`src/rtl/regfile_pkg.sv`:
```
// regfile_pkg: default geometry and FSM state type shared by the register file blocks.
package regfile_pkg;

    localparam int DEFAULT_WIDTH = 16;
    localparam int DEFAULT_DEPTH = 8;

    typedef enum logic {
        ST_INIT = 1'b0,
        ST_RUN  = 1'b1
    } state_t;

endpackage

```
`src/rtl/regfile_scoreboard.sv`:
```
// regfile_scoreboard: per-register pending-write bits with set-over-clear priority
// and two combinational lookup ports.
module regfile_scoreboard
    import regfile_pkg::*;
#(
    parameter int  DEPTH  = DEFAULT_DEPTH,
    localparam int ADDR_W = $clog2(DEPTH)
) (
    input  logic              i_clk,
    input  logic              i_rst,
    input  logic              i_set_en,
    input  logic [ADDR_W-1:0] i_set_reg,
    input  logic              i_clr_en,
    input  logic [ADDR_W-1:0] i_clr_reg,
    input  logic [ADDR_W-1:0] i_rd_addr1,
    input  logic [ADDR_W-1:0] i_rd_addr2,
    output logic              o_busy1,
    output logic              o_busy2
);

    logic [DEPTH-1:0] r_busy;

    always_ff @(posedge i_clk) begin
        if (i_rst) begin
            r_busy <= '0;
        end else begin
            if (i_clr_en) begin
                r_busy[i_clr_reg] <= 1'b0;
            end
            // A newly issued claim outranks a retiring write to the same register.
            if (i_set_en) begin
                r_busy[i_set_reg] <= 1'b1;
            end
        end
    end

    assign o_busy1 = r_busy[i_rd_addr1];
    assign o_busy2 = r_busy[i_rd_addr2];

endmodule

```
`src/rtl/regfile_param.sv`:
```
// regfile_param: parameterised 2R1W register file with init sequencer and scoreboard.
// Optional same-cycle write-to-read forwarding is enabled by defining REGFILE_BYPASS_EN.
//
// state   | meaning
// ST_INIT | sequencer writes init value to one entry per cycle; outputs held at 0
// ST_RUN  | normal operation: writes, scoreboard updates, live read data
module regfile_param
    import regfile_pkg::*;
#(
    parameter int  WIDTH      = DEFAULT_WIDTH,
    parameter int  DEPTH      = DEFAULT_DEPTH,
    parameter int  ZERO_REG   = 1,
    parameter int  INIT_INDEX = 1,
    localparam int ADDR_W     = $clog2(DEPTH)
) (
    input  logic              clk,
    input  logic              rst,
    input  logic [ADDR_W-1:0] read_reg1,
    input  logic [ADDR_W-1:0] read_reg2,
    output logic [WIDTH-1:0]  reg1,
    output logic [WIDTH-1:0]  reg2,
    input  logic [ADDR_W-1:0] write_reg,
    input  logic [WIDTH-1:0]  write_data,
    input  logic              wr_en,
    input  logic              sb_set_en,
    input  logic [ADDR_W-1:0] sb_set_reg,
    output logic              busy1,
    output logic              busy2,
    output logic              ready
);

    state_t            r_state;
    state_t            w_state_next;
    logic [ADDR_W-1:0] r_init_ptr;
    logic [WIDTH-1:0]  r_regs [DEPTH];

    logic              w_ready;
    logic              w_init_last;
    logic [WIDTH-1:0]  w_init_val;
    logic              w_wr_ok;
    logic              w_sb_set_ok;
    logic              w_sb_busy1;
    logic              w_sb_busy2;
    logic              w_zero1;
    logic              w_zero2;
    logic              w_byp1;
    logic              w_byp2;

    assign w_ready     = (r_state == ST_RUN);
    assign w_init_last = (r_init_ptr == ADDR_W'(DEPTH - 1));
    assign w_init_val  = (INIT_INDEX != 0) ? WIDTH'(r_init_ptr) : '0;

    always_comb begin
        w_state_next = r_state;
        case (r_state)
            ST_INIT: if (w_init_last) w_state_next = ST_RUN;
            ST_RUN:  w_state_next = ST_RUN;
            default: w_state_next = ST_INIT;
        endcase
    end

    always_ff @(posedge clk) begin
        if (rst) begin
            r_state    <= ST_INIT;
            r_init_ptr <= '0;
        end else begin
            r_state <= w_state_next;
            if (r_state == ST_INIT) begin
                r_init_ptr <= r_init_ptr + 1'b1;
            end
        end
    end

    assign w_wr_ok     = w_ready && wr_en &&
                         !((ZERO_REG != 0) && (write_reg == '0));
    assign w_sb_set_ok = w_ready && sb_set_en &&
                         !((ZERO_REG != 0) && (sb_set_reg == '0));

    // Array has no reset of its own; the init sequencer owns its contents after rst.
    always_ff @(posedge clk) begin
        if (!rst) begin
            if (r_state == ST_INIT) begin
                r_regs[r_init_ptr] <= w_init_val;
            end else if (w_wr_ok) begin
                r_regs[write_reg] <= write_data;
            end
        end
    end

    regfile_scoreboard #(
        .DEPTH (DEPTH)
    ) u_scoreboard (
        .i_clk      (clk),
        .i_rst      (rst),
        .i_set_en   (w_sb_set_ok),
        .i_set_reg  (sb_set_reg),
        .i_clr_en   (w_ready && wr_en),
        .i_clr_reg  (write_reg),
        .i_rd_addr1 (read_reg1),
        .i_rd_addr2 (read_reg2),
        .o_busy1    (w_sb_busy1),
        .o_busy2    (w_sb_busy2)
    );

    assign w_zero1 = (ZERO_REG != 0) && (read_reg1 == '0);
    assign w_zero2 = (ZERO_REG != 0) && (read_reg2 == '0);

`ifdef REGFILE_BYPASS_EN
    assign w_byp1 = w_wr_ok && (write_reg == read_reg1);
    assign w_byp2 = w_wr_ok && (write_reg == read_reg2);
`else
    assign w_byp1 = 1'b0;
    assign w_byp2 = 1'b0;
`endif

    always_comb begin
        reg1  = '0;
        busy1 = 1'b0;
        if (w_ready && !w_zero1) begin
            if (w_byp1) begin
                reg1  = write_data;
                busy1 = w_sb_set_ok && (sb_set_reg == read_reg1);
            end else begin
                reg1  = r_regs[read_reg1];
                busy1 = w_sb_busy1;
            end
        end
    end

    always_comb begin
        reg2  = '0;
        busy2 = 1'b0;
        if (w_ready && !w_zero2) begin
            if (w_byp2) begin
                reg2  = write_data;
                busy2 = w_sb_set_ok && (sb_set_reg == read_reg2);
            end else begin
                reg2  = r_regs[read_reg2];
                busy2 = w_sb_busy2;
            end
        end
    end

    assign ready = w_ready;

endmodule

```
`config.mk`:
```
export PLATFORM = sky130hd
export DESIGN_NAME = regfile_param
export DESIGN_NICKNAME = d
export VERILOG_FILES = /design/src/rtl/regfile_pkg.sv /design/src/rtl/regfile_scoreboard.sv /design/src/rtl/regfile_param.sv
export SDC_FILE = /design/constraint.sdc
export NUM_CORES = 1
export LEC_CHECK = 0
export BUFFER_PORTS_ARGS = -buffer_cell sky130_fd_sc_hd__clkbuf_2
export CAP_MARGIN = 20
export CORE_MARGIN = 2
export CORE_UTILIZATION = 53
export DETAILED_ROUTE_END_ITERATION = 12
export PLACE_DENSITY = 0.78
export SLEW_MARGIN = 30
export SYNTH_ARGS = -nofsm -noshare
export SYNTH_HDL_FRONTEND = slang
export SYNTH_HIERARCHICAL = 1
export SYNTH_SLANG_ARGS = --single-unit
```
`constraint.sdc`:
```
create_clock -name clk -period 2.53 [get_ports clk]
set_input_delay 0.1265 -clock clk [delete_from_list [all_inputs] [get_ports clk]]
set_output_delay 0.1265 -clock clk [all_outputs]
set_load 0.01 [all_outputs]
```
==> results of run 1 <==
==> worst max-delay path, delay by kind of cell (launching register included) <==
kind / cells / cell delay [ns]
DFF: 1 / 0.57
buffers and inverters: 2 / 0.66
AOI/OAI and AO/OA: 2 / 0.44
==> cell families after synthesis <==
group / after synthesis / synth area share [%]
AOI/OAI and AO/OA: 96 / 11.5
adders and majority gates: 2 / 0.400
buffers and inverters: 36 / 3.58
DFF: 124 / 57.6
muxes: 75 / 20.7
and+or+nand+nor: 76 / 6.20
==> cell usage after synthesis <==
cell	n	area (um2)
buf_1	1	3.75
a21o_1	1	7.51
clkbuf_2	2	10.0
mux2_4	9	135
a31oi_1	2	12.5
o31ai_1	2	15.0
a21oi_1	13	65.1
clkbuf_1	12	45.0
o211a_1	14	140
buf_6	5	56.3
nor2_1	27	101
buf_4	1	7.51
buf_12	2	40.0
and2_1	13	81.3
o31a_1	1	8.76
inv_1	2	7.51
or2_2	1	6.26
nand3b_2	1	11.3
nand4_1	1	6.26
edfxtp_1	112	3360
mux4_2	32	721
mux4_1	4	105
o21ai_0	21	105
nand2b_1	4	25.0
nand3_1	6	30.0
o211ai_1	1	7.51
nand3b_1	4	30.0
nand2_1	9	33.8
a221o_1	14	140
a221oi_1	16	140
o21ai_1	5	25.0
clkinv_1	1	3.75
nor3_1	2	10.0
mux2i_1	2	20.0
mux2_2	28	315
dfxtp_1	12	240
a211oi_1	3	22.5
and3b_1	1	8.76
nor2b_1	7	43.8
buf_2	10	50.1
ha_1	2	25.0
o311a_1	3	30.0
==> worst paths after layout <==
| path | cells after the start | startpoint | to |
|---|---|---|---|
| max | 4 | ready | reg1[15] |
| min | 3 | sb_set_reg[1] | u_scoreboard/r_busy[3] |
| max reg2reg | 5 | ready | u_scoreboard/r_busy[1] |
| min reg2reg | 2 | u_scoreboard/r_busy[4] | u_scoreboard/r_busy[4] |
==> area by class of cell <==
cell class	count	area, um2
timing repair buffer	94	566
clock inverter	15	196
tap	143	179
clock buffer	17	425
fill	758	4030
inverter	3	11.3
sequential	124	3600
multi-input combinational	249	2460
==> layer usage <==
| metal | vias to the layer above | GRT usage (%) | wire, um |
|---|---|---|---|
| met1 | 2115 | 31.7 | 5910 |
| met5 | - | 0 | 0 |
| met2 | 237 | 43.8 | 8060 |
| met3 | 46 | 5.72 | 1160 |
| met4 | 0 | 12.0 | 544 |
| li1 | 1845 | - | - |
==> per-stage QoR <==
step / power, W / instances
2_1_floorplan: 0.00254 / 409
3_3_place_gp: 0.00265 / 613
3_5_place_dp: 0.00266 / 613
4_1_cts: 0.00519 / 645
5_1_grt: 0.00529 / 645
6_report: 0.00517 / 645
==> power breakdown <==
group	switching (W)	leakage (nW)	internal, W
registers	0.0000204	1.26	0.00225
logic	0.000203	1.43	0.000153
clock network	0.000901	0.299	0.00165
total	0.00112	2.99	0.00405
==> sequential cells by signal, summed over array words and instances (netlist names) <==
register             count
ready                    1
r_init_ptr               3
u_scoreboard/r_busy      8
r_regs                 112
==> metrics.yaml, run 1 <==
layout:
  final_core_util_pct: 64.9
  final_common_cell: "edfxtp_1"
  n_antenna_cell: 0
  drive_above_1_share_pct: 40.2
  design_area_um2: 7440
  finalNetCount: 523
  layout_common_cells: "edfxtp_1, clkbuf_2, mux4_2, mux2_2, nor2_1"
  area_growth_pct: 18.9
global_routing:
  gr-total-overflow: 0
  antenna_found_initial: 0
  track_usage_pct: 25.8
  grt_pass1_wl_um: 24500
  first_global_vias: 4462
  grt_max_degree: 37
sta:
  hold_viol_final: 0
  setup_viol: 0
  setup_ws_ns: 0.325
  holdWs_ns: 0.0111
  slew_violations: 0
  grt_setup_unrepaired: "false"
  tns_ns: 0
  period_needed_ns: 2.20
  tightest_slew_ns: 0.882
  period_share_pct: 87.1
  slew_headroom_pct: 41.2
  clock_skew_ns: 0.00426
  max_freq_ghz: 0.454
clocking:
  clock_path_buffers: 2
  root_buffer: "clkbuf_16"
  cts.htree.levels: 4
  hold_buffers: 0
  cts_tree: "yes"
  numCtsBuffers: 17
  cts_sinks: 124
  clk_pin_slew_ns: 0.05
  ctsResizeCount: 0
  clk_latency_ns: 0.41
  cts_setup_buffers: 0
setup_path:
  critPathLaunchType: "flip-flop"
  crit_slowest_cell: "dfxtp_1"
  path_max_fanout: 35
  end_kind: "output pin"
  crit_arrival_ns: 2.08
  reg2reg_slack_ns: 0.52
  slowest_delay_ns: 0.57
  crit_chain: "buf_4 -> o21ai_0 -> a31oi_1 -> clkbuf_2"
  critPathKind: "flip-flop to output pin"
  cp.required_ns: 2.40
yosys:
  netlist_instances: 409
  syn_area_per_cell_um2: 15.3
  synth.distinct_cells: 42
  syn-cell-area_um2: 6260
  yosysSeqAreaShare_pct: 57.6
  syn-num-nets: 443
  ys_ff_latch: 124
  yosysWarnings: 6
route:
  avgViaCountPerCell: 6.58
  drtPass1Iterations: 5
  drc: 0
  wl_per_cell_um: 24.3
  vias: 4243
  routed_wl_um: 15700
  drtIter0Drc: 403
  ant_nets: 0
pwr:
  ir_worst_vdd_mv: 0.470
  p_per_area_nw_per_um2: 695
  total_leakage_power_nw: 2.99
job:
  max-cap-violations: 0
floorplanning:
  die_h_um: 113
  die_w_um: 113
  core_um2: 11500
  design.die.area_um2: 12700
  num_rows: 39
  io_pins: 67
  initial_utilization_pct: 54.6
placement:
  port_buffers: 66
  gp_congestion: 0.831
  hpwl_um: 9690
  place_area_um2: 6820
  pre_cts_slack_ns: 0.557
hold_path:
  hold_path_class: "primary input to flip-flop"
run_status:
  status: "completed"
Note: power is estimated with default switching activity, not from simulation.
==> run 2, diff against run 1 <==
- CELL_PAD_IN_SITES_DETAIL_PLACEMENT: default -> 0
- CELL_PAD_IN_SITES_GLOBAL_PLACEMENT: default -> 2
- CORE_UTILIZATION: 53 -> 38
- PLACE_DENSITY: 0.78 -> 0.77
==> run 2 against run 1 <==
Die area rose by 38%. Clock power down 11%. Cell count grew 11%. Cell area unchanged. Flip-flop and latch count unchanged.
==> metrics.yaml, run 2 (synthesis gave the netlist of run 1 again) <==
route:
  wl_per_cell_um: 22.1
  routed_wl_um: 15800
  ant_nets: 0
  avgViaCountPerCell: 5.67
  drtIter0Drc: 299
  drc: 0
  vias: 4044
  drtPass1Iterations: 4
sta:
  period_share_pct: 79.0
  slew_headroom_pct: 53.1
  holdWs_ns: 0.0391
  slew_violations: 0
  clock_skew_ns: 0.00365
  setup_ws_ns: 0.531
  grt_setup_unrepaired: "false"
  tightest_slew_ns: 0.703
  setup_viol: 0
  period_needed_ns: 2.00
  hold_viol_final: 0
  max_freq_ghz: 0.500
  tns_ns: 0
setup_path:
  crit_slowest_cell: "clkbuf_2"
  end_kind: "output pin"
  cp.required_ns: 2.40
  path_common_cell: "clkbuf_2"
  slowest_delay_ns: 0.53
  critPathLaunchType: "primary input"
  crit_chain: "clkbuf_2 -> buf_4 -> mux2_2 -> a221oi_1 -> nor2_1 -> clkbuf_2"
  path_delay_family: "buffers and inverters"
  crit_arrival_ns: 1.87
  crit_buf_inv: 3
  path_max_fanout: 22
  critPathKind: "primary input to output pin"
layout:
  layout_common_cells: "edfxtp_1, clkbuf_2, mux4_2, mux2_2, nor2_1"
  drive_above_1_share_pct: 39.2
  top_register: "r_regs"
  n_antenna_cell: 0
  largestRegisters: "r_regs x112, u_scoreboard/r_busy x8, r_init_ptr x3"
  largest_reg_flops: 112
  finalNetCount: 518
  fill_cells: 1466
  final_core_util_pct: 46.5
  area_growth_pct: 18.9
  final_common_cell: "edfxtp_1"
  final_cells: 713
  multiInputGateArea_um2: 2460
  ff_latch_area_um2: 3600
placement:
  pre_cts_slack_ns: 0.530
  gp_congestion: 0.784
  dp_cells: 681
  hpwl_um: 9870
  port_buffers: 66
clocking:
  cts_tree: "yes"
  hold_buffers: 0
  clk_latency_ns: 0.41
  root_buffer: "clkbuf_16"
  cts.htree.levels: 4
  cts_sinks: 124
  numCtsBuffers: 17
  cts_setup_buffers: 0
  clock_path_buffers: 2
  ctsResizeCount: 0
  clk_pin_slew_ns: 0.05
pwr:
  seq_power_share_pct: 46.4
  combPwrFrac_pct: 7.2
  p_per_area_nw_per_um2: 657
  total_leakage_power_nw: 2.94
  swShare_pct: 21.5
  switchingPower_w: 0.00105
  power.share.clock_pct: 46.4
  intPower_w: 0.00383
  ir_worst_vdd_mv: 0.361
floorplanning:
  die_w_um: 132
  io_pins: 67
  die_h_um: 132
  core_um2: 16000
  num_rows: 46
  initial_utilization_pct: 39.1
  design.die.area_um2: 17500
run_status:
  status: "completed"
global_routing:
  track_usage_pct: 18.9
  grt_pass1_wl_um: 24800
  grt_max_degree: 27
  gr-total-overflow: 0
  antenna_found_initial: 0
  first_global_vias: 4370
job:
  max-cap-violations: 0
hold_path:
  hold_path_class: "primary input to flip-flop"
==> run 2: path summary, 6_finish.rpt <==
| check | start | end | slack (ns) | cells after the start |
|---|---|---|---|---|
| max | read_reg2[1] | reg2[14] | 0.53 | 6 |
| min | sb_set_reg[0] | u_scoreboard/r_busy[5] | 0.04 | 3 |
| max reg2reg | ready | r_regs[6][2] | 0.73 | 4 |
| min reg2reg | u_scoreboard/r_busy[2] | u_scoreboard/r_busy[2] | 0.49 | 2 |
==> run 2: final cells by class <==
| cell class | count | share of cell area (%) |
|---|---|---|
| multi-input cells | 249 | 33.0 |
| flip-flops and latches | 124 | 48.4 |
| inverters | 3 | 0.151 |
| repair buffers | 89 | 7.26 |
| well taps | 216 | 3.63 |
| clock buffers | 19 | 5.82 |
| clock inverters | 13 | 1.70 |
==> run 2: layer usage <==
| layer | part of all wire (%) | global-route usage (%) | vias to the layer above | wire length [um] |
|---|---|---|---|---|
| met5 | 0 | 0 | - | 0 |
| met4 | 2.1 | 7.29 | 0 | 325 |
| met3 | 4.9 | 3.54 | 23 | 769 |
| met2 | 52 | 33.5 | 104 | 8280 |
| met1 | 41 | 22.8 | 2086 | 6410 |
| li1 | - | - | 1831 | - |
==> run 2: power groups by stage <==
stage / Clock [W] / Combinational [W] / Sequential, W
floorplan: 0 / 0.000231 / 0.00231
global placement: 0 / 0.000349 / 0.00231
detailed placement: 0 / 0.000351 / 0.00231
CTS: 0.00230 / 0.000353 / 0.00227
global route: 0.00239 / 0.000380 / 0.00227
finish: 0.00227 / 0.000350 / 0.00227
==> run 2: through the flow <==
| step | area (um2) | total power [W] |
|---|---|---|
| detailed placement | 6880 | 0.00266 |
| finish | 7440 | 0.00489 |
| global placement | 6880 | 0.00266 |
| CTS | 7440 | 0.00492 |
| floorplan | 6260 | 0.00254 |
| global route | 7440 | 0.00504 |
==> run 2: tightest hold or removal path, stage by stage <==
cell and delay [ns]:
clkbuf_2 0.13, nand3_1 0.09, a21oi_1 0.06
==> run 3, diff against run 2 <==
- ABC_AREA: default -> 1
- CORE_UTILIZATION: 38 -> 35
- PLACE_DENSITY: 0.77 -> 0.82
- clock period: 2.53 -> 1.98 ns (I/O delays scaled with it)
==> run 3 against run 2 <==
Non-clock buffer count grew 29. Critical endpoint is now reg1[3]. Combinational power grew 140%. Worst setup slack lost 0.48 ns. Die area grew 37%. Clock skew grew 0.0068 ns. Via count grew 73%. Highest routed layer unchanged. Sequential power grew 46%. Clock-buffer cell count shrank 1. Clock power grew 47%. Wire length grew 54%.
==> metrics.yaml, run 3 <==
run_status:
  status: "completed"
sta:
  setup_ws_ns: 0.0561
  setup_viol: 0
  grt_setup_unrepaired: "true"
  hold_viol_final: 0
  slew_violations: 0
  period_share_pct: 97.2
  period_needed_ns: 1.92
  tightest_slew_ns: 0.522
  max_freq_ghz: 0.520
  slew_headroom_pct: 65.1
  clock_skew_ns: 0.0104
  tns_ns: 0
pwr:
  intPower_w: 0.00567
  combPwrFrac_pct: 11.1
  p_per_area_nw_per_um2: 785
  finalPower_w: 0.00748
  ir_worst_vdd_mv: 0.674
  switchingPower_w: 0.00181
  swShare_pct: 24.2
  power.share.clock_pct: 44.5
  seq_power_share_pct: 44.4
  total_leakage_power_nw: 4.61
yosys:
  ys_ff_latch: 140
  yosysTopAreaCellShare_pct: 48.3
  synth_common_cells: "nand2_1, nand3_1, inv_1"
  synth-edff-count: 128
  yosysWarnings: 6
  yosys_most_used_dff: "edfxtp_1"
  synthArstFlopShare_pct: 0
  syn-cell-area_um2: 7950
  netlist_instances: 1059
  synth.most_common_cell: "nand2_1"
  synthTopCellsByArea: "edfxtp_1, nand2_1, nand3_1"
  syn-num-nets: 1093
  yosysSeqAreaShare_pct: 51.4
  yosysTopAreaCell: "edfxtp_1"
  syn_area_per_cell_um2: 7.51
  synth.distinct_cells: 31
setup_path:
  path_common_cell: "buf_8"
  slowest_delay_ns: 0.37
  path_max_fanout: 8
  crit_chain: "buf_8 -> clkinvlp_4 -> a21oi_4 -> buf_8 -> nand2_2 -> nor2_2 -> buf_2"
  cp.required_ns: 1.88
  r2r-start: "ready"
  critPathLaunchType: "flip-flop"
  critPathKind: "flip-flop to output pin"
  path_delay_family: "buffers and inverters"
  reg2reg_to: "r_regs[5][6]"
  end_kind: "output pin"
  startpoint: "ready"
  crit_slowest_cell: "dfxtp_4"
  crit_buf_inv: 4
  crit_arrival_ns: 1.82
  crit_end: "reg1[3]"
  reg2reg_slack_ns: 0.13
  worst-path-stages: 7
  r2r_cells: 7
layout:
  largestRegisters: "r_regs x128, u_scoreboard/r_busy x8, r_init_ptr x3"
  multiInputGateArea_um2: 2980
  largest_reg_flops: 128
  drive_above_1_share_pct: 15.1
  final_cells: 1439
  design_area_um2: 9530
  n_antenna_cell: 0
  layout_common_cells: "nand2_1, nand3_1, inv_1, edfxtp_1, nor2_1"
  area_growth_pct: 19.8
  ff_latch_area_um2: 4090
  fill_cells: 2258
  finalNetCount: 1175
  final_common_cell: "nand2_1"
  top_register: "r_regs"
clocking:
  clk_pin_slew_ns: 0.07
  numCtsBuffers: 17
  cts_tree: "yes"
  cts_sinks: 140
  clock_path_buffers: 2
  cts.htree.levels: 4
  clk_latency_ns: 0.42
  root_buffer: "clkbuf_16"
route:
  drc: 0
  routed_wl_um: 24400
  vias: 7005
  avgViaCountPerCell: 4.87
  wl_per_cell_um: 16.9
  drtIter0Drc: 426
  ant_nets: 0
  drtPass1Iterations: 5
global_routing:
  use_met1_pct: 28.6
  grt-busiest-layer: "met2"
  first_global_vias: 6694
  gr-total-overflow: 0
  track_usage_pct: 20.9
  grt_max_degree: 65
  use_met3_pct: 3.31
  grtUsageMet2_pct: 34.2
  grt_pass1_wl_um: 38000
  antenna_found_initial: 0
floorplanning:
  core_um2: 22500
  design.die.area_um2: 23900
  num_rows: 55
  initial_utilization_pct: 35.3
  die_h_um: 155
  io_pins: 67
  die_w_um: 155
placement:
  place_area_um2: 8790
  dp_cells: 1399
  hpwl_um: 16200
  pre_cts_slack_ns: 0.135
  gp_congestion: 0.766
  port_buffers: 66
hold_path:
  hold_path_class: "primary input to flip-flop"
job:
  max-cap-violations: 0
==> run 3: cell type report <==
type	count	share of cell area [%]
flip-flops and latches	140	42.9
inverters	174	6.89
repair buffers	118	8.64
well taps	285	3.74
clock buffers	18	4.50
multi-input cells	690	31.3
clock inverters	14	2.02
==> run 3: metal layers <==
metal / wire length, um / up-vias
met1: 11000 / 3234
met5: 0 / -
met2: 11600 / 251
met4: 461 / 0
li1: - / 3485
met3: 1340 / 35
==> run 3: logic make-up (layout without fill, tap and decap cells) <==
kind of cell	after synthesis	in the layout	synth area share [%]
adders and majority gates	2	2	0.315
buffers and inverters	229	324	11.5
AOI/OAI and AO/OA	17	17	1.32
DFF	140	140	51.4
and+or+nand+nor	671	671	35.5
==> run 3: worst min path at each step <==
stage / start / cells after the start / endpoint
finish: sb_set_reg[2] / 3 / u_scoreboard/r_busy[7]
global route: sb_set_reg[2] / 3 / u_scoreboard/r_busy[4]
CTS: sb_set_reg[1] / 3 / u_scoreboard/r_busy[3]
detailed placement: sb_set_reg[0] / 3 / u_scoreboard/r_busy[7]
global placement: sb_set_reg[0] / 3 / u_scoreboard/r_busy[3]
floorplan: rst / 1 / r_init_ptr[0]
==> run 3: through the flow <==
step	utilization (%)	hold WS [ns]
finish	42.4	0.0185
global route	42.4	0.0263
CTS	42.1	0.0000705
detailed placement	39.0	0.442
global placement	39.0	0.441
floorplan	-	0.168
==> run 3: power groups by stage <==
stage	Clock, W	Combinational [W]	Sequential (W)
finish	0.00333	0.000831	0.00332
global route	0.00350	0.000933	0.00332
CTS	0.00336	0.000830	0.00332
detailed placement	0	0.000822	0.00338
global placement	0	0.000826	0.00338
floorplan	0	0.000514	0.00337
==> run 3: worst register-to-register path: cells and delay by family (launching register included) <==
kind          cells  cell delay (ns)
flops             1             0.37
simple gates      6             0.90
buf+inv           1             0.27
==> run 3: timing repair <==
action / in CTS / in global routing
setup buffers: 3 / 3
setup endpoints to repair: 26 / 30
hold endpoints to repair: 3 / 0
hold buffers: 2 / 0
resized for setup: 5 / 21
pin swaps: 1 / 7
